[src/rtl/pipe_stage_skid.sv]
// Generic inter-stage pipeline register with valid/ready handshake,
// synchronous flush, optional 2-entry skid buffer and a saturating
// back-pressure cycle counter.
module pipe_stage_skid #(
    parameter int unsigned DATA_W      = 72,
    parameter int unsigned SKID        = 1,
    parameter int unsigned STALL_CNT_W = 16
) (
    input  logic                   clk,
    input  logic                   reset_n,
    input  logic                   flush,
    input  logic                   in_valid,
    output logic                   in_ready,
    input  logic [DATA_W-1:0]      in_data,
    output logic                   out_valid,
    input  logic                   out_ready,
    output logic [DATA_W-1:0]      out_data,
    output logic [1:0]             occupancy,
    output logic [STALL_CNT_W-1:0] stall_cnt,
    input  logic                   stall_cnt_clr
);

    // State value equals the number of held entries.
    typedef enum logic [1:0] {
        ST_EMPTY = 2'd0,
        ST_ONE   = 2'd1,
        ST_TWO   = 2'd2
    } state_e;

    localparam logic [STALL_CNT_W-1:0] STALL_MAX = '1;

    state_e                 state_q, state_d;
    logic [DATA_W-1:0]      main_q, main_d;
    logic [DATA_W-1:0]      skid_q, skid_d;
    logic                   out_valid_q, out_valid_d;
    logic                   in_ready_q, in_ready_d;
    logic [STALL_CNT_W-1:0] stall_q, stall_d;
    logic                   acc_c;
    logic                   emt_c;

    // Skid mode exposes a registered ready; single-register mode lets a
    // draining downstream make room in the same cycle.
    assign in_ready  = (SKID != 0) ? in_ready_q : (!out_valid_q || out_ready);
    assign out_valid = out_valid_q;
    assign out_data  = main_q;
    assign occupancy = 2'(state_q);
    assign stall_cnt = stall_q;

    assign acc_c = in_valid & in_ready;
    assign emt_c = out_valid_q & out_ready;

    // Next-state, payload movement and registered-output precompute.
    always_comb begin
        state_d     = state_q;
        main_d      = main_q;
        skid_d      = skid_q;
        out_valid_d = out_valid_q;
        in_ready_d  = in_ready_q;

        case (state_q)
            ST_EMPTY: begin
                if (acc_c) begin
                    state_d = ST_ONE;
                    main_d  = in_data;
                end
            end
            ST_ONE: begin
                if (acc_c && emt_c) begin
                    main_d = in_data;
                end else if (acc_c && (SKID != 0)) begin
                    skid_d  = in_data;
                    state_d = ST_TWO;
                end else if (emt_c) begin
                    state_d = ST_EMPTY;
                end
            end
            ST_TWO: begin
                if (emt_c) begin
                    main_d  = skid_q;
                    state_d = ST_ONE;
                end
            end
            default: begin
                state_d = ST_EMPTY;
            end
        endcase

        // Squash wins over any accept; an emit this cycle still completed.
        if (flush) begin
            state_d = ST_EMPTY;
            main_d  = '0;
            skid_d  = '0;
        end

        out_valid_d = (state_d != ST_EMPTY);
        in_ready_d  = (state_d != ST_TWO);
    end

    // Saturating back-pressure counter; clear beats increment.
    always_comb begin
        stall_d = stall_q;
        if (stall_cnt_clr) begin
            stall_d = '0;
        end else if (out_valid_q && !out_ready && (stall_q != STALL_MAX)) begin
            stall_d = stall_q + STALL_CNT_W'(1);
        end
    end

    // State and payload registers.
    always_ff @(posedge clk or negedge reset_n) begin
        if (!reset_n) begin
            state_q     <= ST_EMPTY;
            main_q      <= '0;
            skid_q      <= '0;
            out_valid_q <= 1'b0;
            in_ready_q  <= 1'b1;
            stall_q     <= '0;
        end else begin
            state_q     <= state_d;
            main_q      <= main_d;
            skid_q      <= skid_d;
            out_valid_q <= out_valid_d;
            in_ready_q  <= in_ready_d;
            stall_q     <= stall_d;
        end
    end

endmodule

[config.mk]
export PLATFORM = sky130hd
export DESIGN_NAME = pipe_stage_skid
export DESIGN_NICKNAME = d
export VERILOG_FILES = /design/src/rtl/pipe_stage_skid.sv
export SDC_FILE = /design/constraint.sdc
export NUM_CORES = 1
export LEC_CHECK = 0
export ABC_AREA = 1
export BUFFER_PORTS_ARGS = -buffer_cell sky130_fd_sc_hd__buf_4
export CORE_ASPECT_RATIO = 0.7
export CORE_MARGIN = 4
export CORE_UTILIZATION = 54
export DETAILED_ROUTE_END_ITERATION = 12
export PLACE_DENSITY = 0.86
export SLEW_MARGIN = 20
export SYNTH_ARGS = -nofsm -noshare
export SYNTH_HDL_FRONTEND = slang
export SYNTH_SLANG_ARGS = --single-unit
[constraint.sdc]
create_clock -name clk -period 1.9 [get_ports clk]
set_input_delay 0.19 -clock clk [delete_from_list [all_inputs] [get_ports clk]]
set_output_delay 0.19 -clock clk [all_outputs]
set_load 0.05 [all_outputs]
==> summary.txt <==
OUTCOME
--------------------------------------------------------------------------------
Result of the run                                                   complete, no violations

ROUTING
--------------------------------------------------------------------------------
Pre-antenna DRT Iters                                                          5
Via/cell ratio                                                              5.65
Mean routed wirelength per cell                                          16.5 µm
Initial DRC Count                                                            604
Total wirelength of the detailed-routed design                          20200 µm
Total vias in the final route                                               6946
Antenna viol nets, final                                                       0
DRC violations left                                                            0

GLOBAL ROUTING
--------------------------------------------------------------------------------
Wire length of the first global-routing pass                            33000 µm
Maximum number of pins on one net before global-route repair                  73
Number of antenna violations at the first check in global routing              0
Total global-route track usage                                             0.258
Grt met3 use                                                              0.0520
Met1 track demand over resource                                            0.388
Number of global-route vias before repair                                   6436
Most used routing layer in global routing                                   met1
Met2 routing resource usage after global routing                           0.385
GRT Residual Overflow                                                          0

LOGIC SYNTHESIS
--------------------------------------------------------------------------------
Net count of the mapped netlist                                              965
Number of instances in the synthesized netlist                               886
Yosys cell types                                                              27
Most used DFF post-synth                                            sky130_fd_sc_hd__dfrtp_1
Synthesis warning total                                                        0
Yosys top cell by area                                              sky130_fd_sc_hd__dfrtp_1
Proportion of synthesized chip area in sequential cells                    0.548
Ys async rst share                                                          1.00
Number of synthesized flops with an enable pin                                 0
Area of the mapped netlist                                              7490 µm²
Top cell type's share of synthesized area                                  0.545
Leading post-synthesis cells by cell area                           sky130_fd_sc_hd__dfrtp_1 54%, sky130_fd_sc_hd__o21ai_1 11%, sky130_fd_sc_hd__nand3_1 10%
Synth Area per Inst                                                     8.45 µm²
Number of synthesized register bits                                          164

POWER
--------------------------------------------------------------------------------
Cell Pwr Density                                                      975 nW/µm²
Net switching power                                                      2.94 mW
Sequential Power Share                                                     0.425
Part of the total power dissipated in combinational logic                  0.219
Total leakage power                                                      4.90 nW
Share of total power in the clock network                                  0.356
IR Drop Worst-Case VDD                                                    748 µV
Internal power of the cells                                              6.34 mW
Switching share of power                                                   0.317

STA
--------------------------------------------------------------------------------
Tcrit/Tclk final                                                           0.938
Endpoints failing setup                                                        0
Maximum achievable frequency                                           0.561 GHz
Post-route clock skew                                                  0.0142 ns
Worst hold-check slack                                                 0.0460 ns
Pins over their slew limit                                                     0
Post-layout min period                                                   1.78 ns
Slew Limit Headroom                                                        0.623
Setup repair after global routing missed its margin                        false
Setup total negative slack                                                  0 ns
Number of hold violations in the final report                                  0
Slew at the pin closest to its max-slew limit                           0.566 ns

PLACEMENT
--------------------------------------------------------------------------------
Detailed placer's ending HPWL                                           13300 µm
Placer Congestion                                                          0.973
Buffers on Ports                                                             169

WORST SETUP PATH
--------------------------------------------------------------------------------
CP max FO                                                                     11
Category of the worst setup path launch point                               flop
Worst R2R End                                                       stall_cnt[8]
WP data required                                                         2.25 ns
Worst flop-to-flop path startpoint                                  stall_cnt[1]
Reg-to-reg slack, setup                                                  0.12 ns
CP endpoint kind                                                            flop
Worst R2R Path Depth                                                           8
Data arrival time at the worst-slack endpoint                            2.13 ns
Worst Setup Path Type                                                 reg -> reg

LAYOUT
--------------------------------------------------------------------------------
# diodes                                                                       0
Number of nets at the end of the flow                                       1111
Final cell utilization of the core                                         0.713
Proportion of layout cells with a drive suffix above 1                     0.220
Synth-to-layout area growth                                                27.2%
Fill cell count                                                             1006

MIN PATH
--------------------------------------------------------------------------------
Startpoint of the most critical hold path                            in_data[46]
Worst hold path endpoint                                              skid_q[46]
Type of the worst min-delay path                                       in -> reg
Hold path cells                                                                3

FLOORPLAN
--------------------------------------------------------------------------------
Initial Util                                                               0.561
Area of the die                                                        15800 µm²
Number of top-level pins                                                     170
Horizontal die dimension                                                  149 µm
Height of the chip                                                        107 µm
Standard-cell rows                                                            35
Core Region                                                            13400 µm²

CLOCKING
--------------------------------------------------------------------------------
Clock tree buffer depth                                                        2
Clock tree from TritonCTS                                                   done
H-tree level count                                                             4
Clock transition at the registers of the reported paths                  0.07 ns
CTS Root Buffer Type                                                sky130_fd_sc_hd__clkbuf_16
TritonCTS buffer count                                                        17
Clock insertion delay at the later pin of the skew report                0.41 ns
Clock sink count                                                             164

RUN
--------------------------------------------------------------------------------
Number of violations of the max-capacitance limit                              0

[worst max path at each step]
stage | from | end | slack (ns) | depth (start not counted)
after detailed placement | stall_cnt[1] | stall_cnt[8] | -0.08 | 8
after global routing | stall_cnt[1] | stall_cnt[8] | 0.005 | 8
after global placement | stall_cnt[0] | stall_cnt[8] | 0.05 | 8
after CTS | stall_cnt[1] | stall_cnt[8] | 0.11 | 9
after floorplan | stall_cnt[1] | stall_cnt[13] | 0.06 | 9
final | stall_cnt[1] | stall_cnt[8] | 0.12 | 8
[worst max-delay path, cell delays in order (launching register included)]
cell and delay, ns:
sky130_fd_sc_hd__dfrtp_1 0.42, sky130_fd_sc_hd__ha_1 0.27, sky130_fd_sc_hd__inv_2 0.10, sky130_fd_sc_hd__nor2_4 0.05, sky130_fd_sc_hd__nand2_2 0.11, sky130_fd_sc_hd__nor2_4 0.06, sky130_fd_sc_hd__nor2_2 0.41, sky130_fd_sc_hd__nand4_1 0.18
sky130_fd_sc_hd__nand2_1 0.12
[synth_stat cells, types with 2 or more instances]
cell                       count
sky130_fd_sc_hd__buf_1         4
sky130_fd_sc_hd__buf_2        10
sky130_fd_sc_hd__buf_6         9
sky130_fd_sc_hd__clkbuf_1     40
sky130_fd_sc_hd__dfrtp_1     163
sky130_fd_sc_hd__inv_1        88
sky130_fd_sc_hd__inv_2         2
sky130_fd_sc_hd__nand2_1     137
sky130_fd_sc_hd__nand3_1     155
sky130_fd_sc_hd__nand4_1      11
sky130_fd_sc_hd__nor2_1       26
sky130_fd_sc_hd__nor2_4        2
sky130_fd_sc_hd__o21ai_0      57
sky130_fd_sc_hd__o21ai_1     162
sky130_fd_sc_hd__o21bai_1      4
sky130_fd_sc_hd__xor2_1        5
[placed cells by master (no fill, tap or decap), types with 3 or more instances in the layout]
| master | instances |
|---|---|
| sky130_fd_sc_hd__buf_4 | 179 |
| sky130_fd_sc_hd__dfrtp_1 | 163 |
| sky130_fd_sc_hd__o21ai_1 | 162 |
| sky130_fd_sc_hd__nand3_1 | 153 |
| sky130_fd_sc_hd__nand2_1 | 136 |
| sky130_fd_sc_hd__inv_1 | 87 |
| sky130_fd_sc_hd__o21ai_0 | 57 |
| sky130_fd_sc_hd__nor2_1 | 25 |
| sky130_fd_sc_hd__clkbuf_16 | 17 |
| sky130_fd_sc_hd__nand4_1 | 11 |
| sky130_fd_sc_hd__buf_12 | 8 |
| sky130_fd_sc_hd__xor2_1 | 5 |
| sky130_fd_sc_hd__clkbuf_1 | 5 |
| sky130_fd_sc_hd__o21bai_1 | 4 |
| sky130_fd_sc_hd__clkinv_2 | 3 |
[power groups by stage]
| stage | combinational, mW | sequential (mW) | clock, mW |
|---|---|---|---|
| 2_1_floorplan | 0.643 | 4.61 | 0 |
| 3_3_place_gp | 2.00 | 3.98 | 0 |
| 3_5_place_dp | 2.04 | 3.99 | 0 |
| 4_1_cts | 2.04 | 3.94 | 3.36 |
| 5_1_grt | 2.18 | 3.97 | 3.49 |
| 6_report | 2.04 | 3.94 | 3.31 |
[flip-flops by register name, summed over array words and instances, names as in the netlist]
register and flops:
out_valid 1, stall_cnt 16, out_data 72, skid_q 72, occupancy 2, in_ready 1
[cell type report]
cell class,instances,area [µm²],area share
multi-input cells,568,2740,0.288
inverters,91,347,0.0364
flip-flops and latches,164,4110,0.431
repair buffers,190,1540,0.161
well taps,185,231,0.0243
clock buffers,23,458,0.0481
clock inverters,9,108,0.0113
[kinds of logic after synthesis]
| kind of cell | synth area share |
|---|---|
| AND/OR/NAND/NOR | 0.201 |
| AO/OA/AOI/OAI | 0.154 |
| flip-flops | 0.548 |
| buffers and inverters | 0.0881 |
| XOR/XNOR | 0.00702 |
| adder cells (fa/ha/maj) | 0.00167 |
[metrics by stage]
stage / power (mW) / worst slack (ns) / instances / cell area, µm²
floorplan: 5.25 / 0.0560 / 886 / 7490
global placement: 5.99 / 0.0487 / 1196 / 8940
detailed placement: 6.02 / -0.0842 / 1196 / 8940
CTS: 9.34 / 0.108 / 1230 / 9520
global route: 9.64 / 0.00532 / 1230 / 9530
finish: 9.28 / 0.118 / 1230 / 9530
[routing by layer]
layer	share of wire	routed length, µm
met2	0.46	9360
met5	0	0
met3	0.085	1720
met1	0.44	8900
met4	0.013	259
[what timing repair did]
action	in CTS	in global routing
hold endpoints to repair	44	0
pin swaps	0	0
endpoints found under the setup margin	11	14
gates resized for setup	1	1
setup buffers	0	0
hold buffers	2	0
(Power assumes the default switching activity.)
